--- src/rtl/cpu_pkg.sv ---
// Shared types and constants for the fetch/decode/execute sequencer and its datapath.
package cpu_pkg;

  localparam int CPU_PC_W   = 8;
  localparam int CPU_DATA_W = 8;

  typedef enum logic [2:0] {
    S_F1   = 3'd0,
    S_F2   = 3'd1,
    S_F3   = 3'd2,
    S_EX   = 3'd3,
    S_HALT = 3'd4
  } state_t;

  // Instruction class lives in opcode[7:6]
  localparam logic [1:0] CL_ALU  = 2'b00;
  localparam logic [1:0] CL_JMP  = 2'b01;
  localparam logic [1:0] CL_MISC = 2'b10;
  localparam logic [1:0] CL_HALT = 2'b11;

  typedef enum logic [2:0] {
    C_ALWAYS = 3'd0,
    C_Z      = 3'd1,
    C_NZ     = 3'd2,
    C_C      = 3'd3,
    C_NC     = 3'd4,
    C_S      = 3'd5,
    C_OV     = 3'd6,
    C_P      = 3'd7
  } cond_t;

  // ALU operation codes, shared with the ALU
  localparam logic [2:0] OP_LOAD = 3'd0;
  localparam logic [2:0] OP_AND  = 3'd1;
  localparam logic [2:0] OP_OR   = 3'd2;
  localparam logic [2:0] OP_XOR  = 3'd3;
  localparam logic [2:0] OP_ADD  = 3'd4;
  localparam logic [2:0] OP_SUB  = 3'd5;
  localparam logic [2:0] OP_SHL  = 3'd6;
  localparam logic [2:0] OP_SHR  = 3'd7;

  // EX-cycle strobe pattern {A_ce, C_OV_en, C_OV_kasowanie} for a decoded class.
  // A_ce and the C/OV clear come from disjoint classes, so they never overlap.
  function automatic logic [2:0] ex_strobes(input logic [1:0] cls, input logic func0);
    logic [2:0] s;
    s = 3'b000;
    case (cls)
      CL_ALU:  s = 3'b110;
      CL_MISC: s = func0 ? 3'b001 : 3'b000;
      default: s = 3'b000;
    endcase
    return s;
  endfunction

endpackage

--- src/rtl/warunek_skoku.sv ---
// Jump condition evaluator: selects the flag test named by the condition code.
module warunek_skoku
  import cpu_pkg::*;
(
  input  logic [2:0] i_cond,
  input  logic       i_c,
  input  logic       i_ov,
  input  logic       i_p,
  input  logic       i_z,
  input  logic       i_s,
  output logic       o_take
);

  // Map condition code onto the registered flags
  always_comb begin
    o_take = 1'b0;
    case (cond_t'(i_cond))
      C_ALWAYS: o_take = 1'b1;
      C_Z:      o_take = i_z;
      C_NZ:     o_take = ~i_z;
      C_C:      o_take = i_c;
      C_NC:     o_take = ~i_c;
      C_S:      o_take = i_s;
      C_OV:     o_take = i_ov;
      C_P:      o_take = i_p;
      default:  o_take = 1'b0;
    endcase
  end

endmodule

--- src/rtl/jednostka_sterujaca.sv ---
// Fetch/decode/execute sequencer: 4-cycle instruction loop (F1,F2,F3,EX) over a
// registered program ROM, driving the ALU/accumulator/flag strobes.
module jednostka_sterujaca
  import cpu_pkg::*;
#(
  parameter int PC_W   = CPU_PC_W,
  parameter int DATA_W = CPU_DATA_W
) (
  input  logic              clk,
  input  logic              rst,
  input  logic              run,
  output logic [PC_W-1:0]   prog_addr,
  input  logic [DATA_W-1:0] prog_data,
  input  logic              C_out,
  input  logic              OV_out,
  input  logic              P_out,
  input  logic              Z_out,
  input  logic              S_out,
  output logic [2:0]        alu_op,
  output logic [DATA_W-1:0] b,
  output logic              A_ce,
  output logic              C_OV_en,
  output logic              C_OV_kasowanie,
  output logic [PC_W-1:0]   pc,
  output logic              halted
);

  state_t            r_state, w_state_nxt;
  logic [PC_W-1:0]   r_pc, w_pc_nxt;
  logic [PC_W-1:0]   r_prog_addr, w_prog_addr_nxt;
  logic [4:0]        r_opcode, w_opcode_nxt;     // {class, opcode[2:0]}
  logic [DATA_W-1:0] r_imm, w_imm_nxt;
  logic [2:0]        r_alu_op, w_alu_op_nxt;
  logic [2:0]        r_strobes, w_strobes_nxt;   // {A_ce, C_OV_en, C_OV_kasowanie}
  logic              r_halted, w_halted_nxt;

  logic [1:0]        w_cls_in;
  logic [2:0]        w_func_in;
  logic [PC_W-1:0]   w_pc_inc1;
  logic [PC_W-1:0]   w_pc_seq;
  logic [PC_W-1:0]   w_pc_tgt;
  logic              w_cond_true;
  logic              w_take;

  assign w_cls_in  = prog_data[DATA_W-1 -: 2];
  assign w_func_in = prog_data[2:0];
  assign w_pc_inc1 = r_pc + PC_W'(1'b1);
  assign w_pc_seq  = r_pc + PC_W'(2'd2);
  assign w_pc_tgt  = PC_W'(r_imm);
  assign w_take    = (r_opcode[4:3] == CL_JMP) && w_cond_true;

  warunek_skoku u_warunek_skoku (
    .i_cond (r_opcode[2:0]),
    .i_c    (C_out),
    .i_ov   (OV_out),
    .i_p    (P_out),
    .i_z    (Z_out),
    .i_s    (S_out),
    .o_take (w_cond_true)
  );

  // Next-state and next-register decode for the instruction sequencer
  always_comb begin
    w_state_nxt     = r_state;
    w_pc_nxt        = r_pc;
    w_prog_addr_nxt = r_prog_addr;
    w_opcode_nxt    = r_opcode;
    w_imm_nxt       = r_imm;
    w_alu_op_nxt    = r_alu_op;
    w_strobes_nxt   = 3'b000;
    w_halted_nxt    = r_halted;
    case (r_state)
      S_F1: begin
        if (run) begin
          w_state_nxt     = S_F2;
          w_prog_addr_nxt = w_pc_inc1;
        end else begin
          w_state_nxt     = S_F1;
        end
      end
      S_F2: begin
        w_opcode_nxt = {w_cls_in, w_func_in};
        w_alu_op_nxt = (w_cls_in == CL_ALU) ? w_func_in : OP_LOAD;
        w_state_nxt  = S_F3;
      end
      S_F3: begin
        w_imm_nxt     = prog_data;
        w_strobes_nxt = ex_strobes(r_opcode[4:3], r_opcode[0]);
        w_state_nxt   = S_EX;
      end
      S_EX: begin
        if (w_take) begin
          w_pc_nxt = w_pc_tgt;
        end else begin
          w_pc_nxt = w_pc_seq;
        end
        w_prog_addr_nxt = w_pc_nxt;
        if (r_opcode[4:3] == CL_HALT) begin
          w_state_nxt  = S_HALT;
          w_halted_nxt = 1'b1;
        end else begin
          w_state_nxt  = S_F1;
        end
      end
      S_HALT: begin
        w_state_nxt = S_HALT;
      end
      default: begin
        w_state_nxt = S_F1;
      end
    endcase
  end

  // State and datapath-control registers with synchronous active-low reset
  always_ff @(posedge clk) begin
    if (!rst) begin
      r_state     <= S_F1;
      r_pc        <= '0;
      r_prog_addr <= '0;
      r_opcode    <= 5'd0;
      r_imm       <= '0;
      r_alu_op    <= 3'd0;
      r_strobes   <= 3'b000;
      r_halted    <= 1'b0;
    end else begin
      r_state     <= w_state_nxt;
      r_pc        <= w_pc_nxt;
      r_prog_addr <= w_prog_addr_nxt;
      r_opcode    <= w_opcode_nxt;
      r_imm       <= w_imm_nxt;
      r_alu_op    <= w_alu_op_nxt;
      r_strobes   <= w_strobes_nxt;
      r_halted    <= w_halted_nxt;
    end
  end

  assign prog_addr      = r_prog_addr;
  assign pc             = r_pc;
  assign alu_op         = r_alu_op;
  assign b              = r_imm;
  assign halted         = r_halted;
  // Reset asserted during EX must suppress the strobe already in flight
  assign A_ce           = r_strobes[2] & rst;
  assign C_OV_en        = r_strobes[1] & rst;
  assign C_OV_kasowanie = r_strobes[0] & rst;

endmodule

--- config.mk ---
export PLATFORM = sky130hd
export DESIGN_NAME = jednostka_sterujaca
export DESIGN_NICKNAME = d
export VERILOG_FILES = /design/src/rtl/cpu_pkg.sv /design/src/rtl/warunek_skoku.sv /design/src/rtl/jednostka_sterujaca.sv
export SDC_FILE = /design/constraint.sdc
export NUM_CORES = 1
export LEC_CHECK = 0
export BUFFER_PORTS_ARGS = -buffer_cell sky130_fd_sc_hd__buf_4
export CAP_MARGIN = 20
export CORE_ASPECT_RATIO = 0.75
export CORE_MARGIN = 3
export CORE_UTILIZATION = 35
export CTS_CLUSTER_SIZE = 28
export DETAILED_ROUTE_END_ITERATION = 16
export GPL_TIMING_DRIVEN = 0
export SYNTH_ARGS = -nofsm -noshare
export SYNTH_HDL_FRONTEND = slang
export SYNTH_SLANG_ARGS = --single-unit
--- constraint.sdc ---
create_clock -name clk -period 2 [get_ports clk]
set_input_delay 0.3 -clock clk [delete_from_list [all_inputs] [get_ports clk]]
set_output_delay 0.3 -clock clk [all_outputs]
set_load 0.1 [all_outputs]
==> run metrics <==
CTS Hold Bufs=0; Worst Min Path Start=prog_data[4]; busiest grt layer=met1; post-synthesis register bit count=38; Sequential Power Share=38.4%; DR vias=between 1500 and 2000; syn_area_per_cell=8.44 sq um; vias in the first global route=1701; # H-tree levels=2; minimum clock period=1.90 ns; crit path kind=reg -> reg; Congestion Overflow GR=0; Final setup viols=0; DP Area=2410 sq um; Final Cell Area=2560 sq um; Final period util=between 90% and 100%; antenna diode count=0; worst hold-check path type=in -> reg; clock sinks=38; CP top delay family=simple AND/OR/NAND/NOR gates; row cnt=22; Int Pwr=roughly 1.5 mW; post-synth cell types=52; worst setup path end=pc[3]; Setup crit start=r_opcode[1]; overall global routing resource usage=between 15 and 20%; fraction of layout cells with a size suffix above 1=~29%; launching point of the worst reg2reg path=r_opcode[1]; critical path capture point type=register; register area=768 sq um; Root Buffer=clkbuf_8; IO Port Bufs=46; ys flop type=dfxtp_1; DRT Pass-1 Iters=5; most frequent cells in the layout=47 x buf_4, 32 x dfxtp_1, 25 x nand2_1; die area=6560 sq um; Post-route DRC=0; Routed Antenna Nets=0; M3 GR Usage=5.74%; Avg WL per Cell=15.2 um; die span in x=92.5 um; Rel. slew slack=between 60% and 70%; syn nets=251; Mapped Area=1970 sq um; clock power share=37.4%; Fmax=525 MHz; initial antenna violation count=0; Comb pwr share=24.1%; CTS tree=done; Pins Over Slew Limit=0; met2 usage=22.7%; Layout Area Growth over Synthesis=30.3%; first-iteration detailed-routing DRC count=110; Max stage delay on crit path=0.43 ns; slowest CP cell=nor4b_4; Clock Path Buffers=2; CP Cell Sequence=nand2b_1 > a311oi_2 > nor4b_4 > clkbuf_4 > nand4_1 > nand3_1; routed vias/inst=5.20; required time of the worst setup path=2.23 ns; Crit Path Max Fanout=10; run status=finished, final reports clean; GPL Wtd Cong=0.835; sw frac=32.4%; register area share after synthesis=approximately two fifths; Initial Util=38.2%; largest net degree at the start of global routing=13; Post-synth EDFFs=0; overall power=about 2.2 mW; Post-CTS Setup Inserts=0; first-pass GRT wire length=8.87 mm; Syn Inst Count=between 200 and 250; Worst-path clk slew=roughly 0.08 ns; worst reg2reg endpoint=pc[3]; asr flop ratio synth=0%; Arr. time, crit path=2.13 ns; dpl hpwl=3.97 mm; leakage=1.04 nW; Inserted Clock Buffers=5; Synth area leader=dfxtp_1; Synth Warn #=0; Fillers=a little over 500; R2R setup slack=just under 0.1 ns; WL final=5.44 mm; met1 GRT Util=26.5%; MaxCap Viol Count=0; Power Density=856 nW/um^2; nets@finish=303; worst r2r path cells=6; commonest non-fill, non-tap cell in the layout=buf_4; die outline height=70.9 um; cell count along the critical path=6; I/O pin count=47; Fin Clk Skew=0.00140 ns; slew of the pin with the lowest slew margin=0.542 ns; Buf+Inv Stages, Crit Path=1; Net Sw Power=between 0.7 and 0.8 mW; Worst setup SP type=register; Multi-input gate area=1110 sq um; peak supply drop=between 0.3 and 0.4 mV; area share of the largest cell type after synthesis=38.7%; clock latency on the worst-skew pair=0.30 ns; synth top area cells=dfxtp_1 39%, mux2i_1 5.1%, a21oi_1 4.8%, nand2_1 4.8%, nor2_1 4.2%; Hold Fails Final Rpt=0; core area=between 5000 and 6000 sq um
tightest hold or removal path, cell delays in order:
cell and delay (ns):
buf_4 0.08, mux2i_1 0.05, nor2_1 0.07
synth_stat cells (2+ instances only):
cell type and instances:
xnor2_1 5, a21oi_1 19, a31oi_1 5, o211ai_1 2, mux2i_1 10, xor2_1 6
nand2_1 25, nor3b_1 2, buf_6 3, o21ai_0 7, or4b_4 2, and2_1 4
ha_1 2, and3_1 4, or3_1 3, nand3_1 16, nand2b_1 5, nand4_1 6
clkbuf_1 10, nor3_1 3, nand3b_1 2, buf_2 3, nor2_1 22, o31a_1 2
dfxtp_1 38
stage by stage:
step             TNS, ns  hold slack, ns  worst slack [ns]  cells  util (%)
2_1_floorplan    -0.0678           0.436           -0.0678    233         -
3_3_place_gp      -0.154           0.449           -0.0968    351      46.8
3_5_place_dp      -0.178           0.448            -0.105    351      46.8
4_1_cts                0           0.237            0.0712    359      49.8
5_1_grt        -0.000419           0.250         -0.000419    358      49.8
6_report               0           0.242            0.0966    358      49.8
logic make-up (layout without fill, tap and decap cells):
family	after synthesis	after routing	share of synthesized area [%]
mux	12	12	6.24
flops	38	38	38.7
xor+xnor	11	11	4.90
fa+ha+maj	2	2	1.27
compound gates	46	46	15.3
buf+inv	21	74	5.54
simple gates	103	103	28.0
power by group through the flow:
stage               Clock, mW  Sequential (mW)  Combinational (mW)
global route            0.873            0.850               0.558
floorplan                   0             1.07               0.188
detailed placement          0            0.855               0.529
finish                  0.821            0.842               0.529
CTS                     0.834            0.838               0.532
global placement            0            0.855               0.527
worst min-delay path by stage:
stage                        endpoint  depth (start not counted)  slack (ns)
after floorplan           r_opcode[3]                          2        0.44
after global placement         halted                          1        0.45
after detailed placement    alu_op[2]                          2        0.45
after CTS                        b[3]                          3        0.24
after global routing             b[5]                          3        0.25
final                            b[4]                          3        0.24
cell type report:
| class | count | area share (%) |
|---|---|---|
| Inverter | 3 | 0.440 |
| Buffer | 17 | 3.81 |
| Clock inverter | 2 | 2.34 |
| Sequential cell | 38 | 30.0 |
| Tap cell | 72 | 3.52 |
| Clock buffer | 6 | 3.22 |
| Timing Repair Buffer | 46 | 13.5 |
| Multi-Input combinational cell | 174 | 43.2 |
registers in the layout (all words and copies together), names as in the netlist:
signal     flops
prog_addr      8
alu_op         3
b              8
r_strobes      2
r_state        3
halted         1
pc             8
r_opcode       5
repair_timing:
item	4_1_cts	5_1_grt
gates resized for setup	2	2
endpoints found under the setup margin	3	4
cloned	0	0
layer usage:
layer  up-vias  part of all wire [%]
met5         -                     0
met4         0                   1.0
met3         7                   7.7
met2        66                    40
met1       857                    52
li1        931                     -
Note: power is estimated with default switching activity, not from simulation.
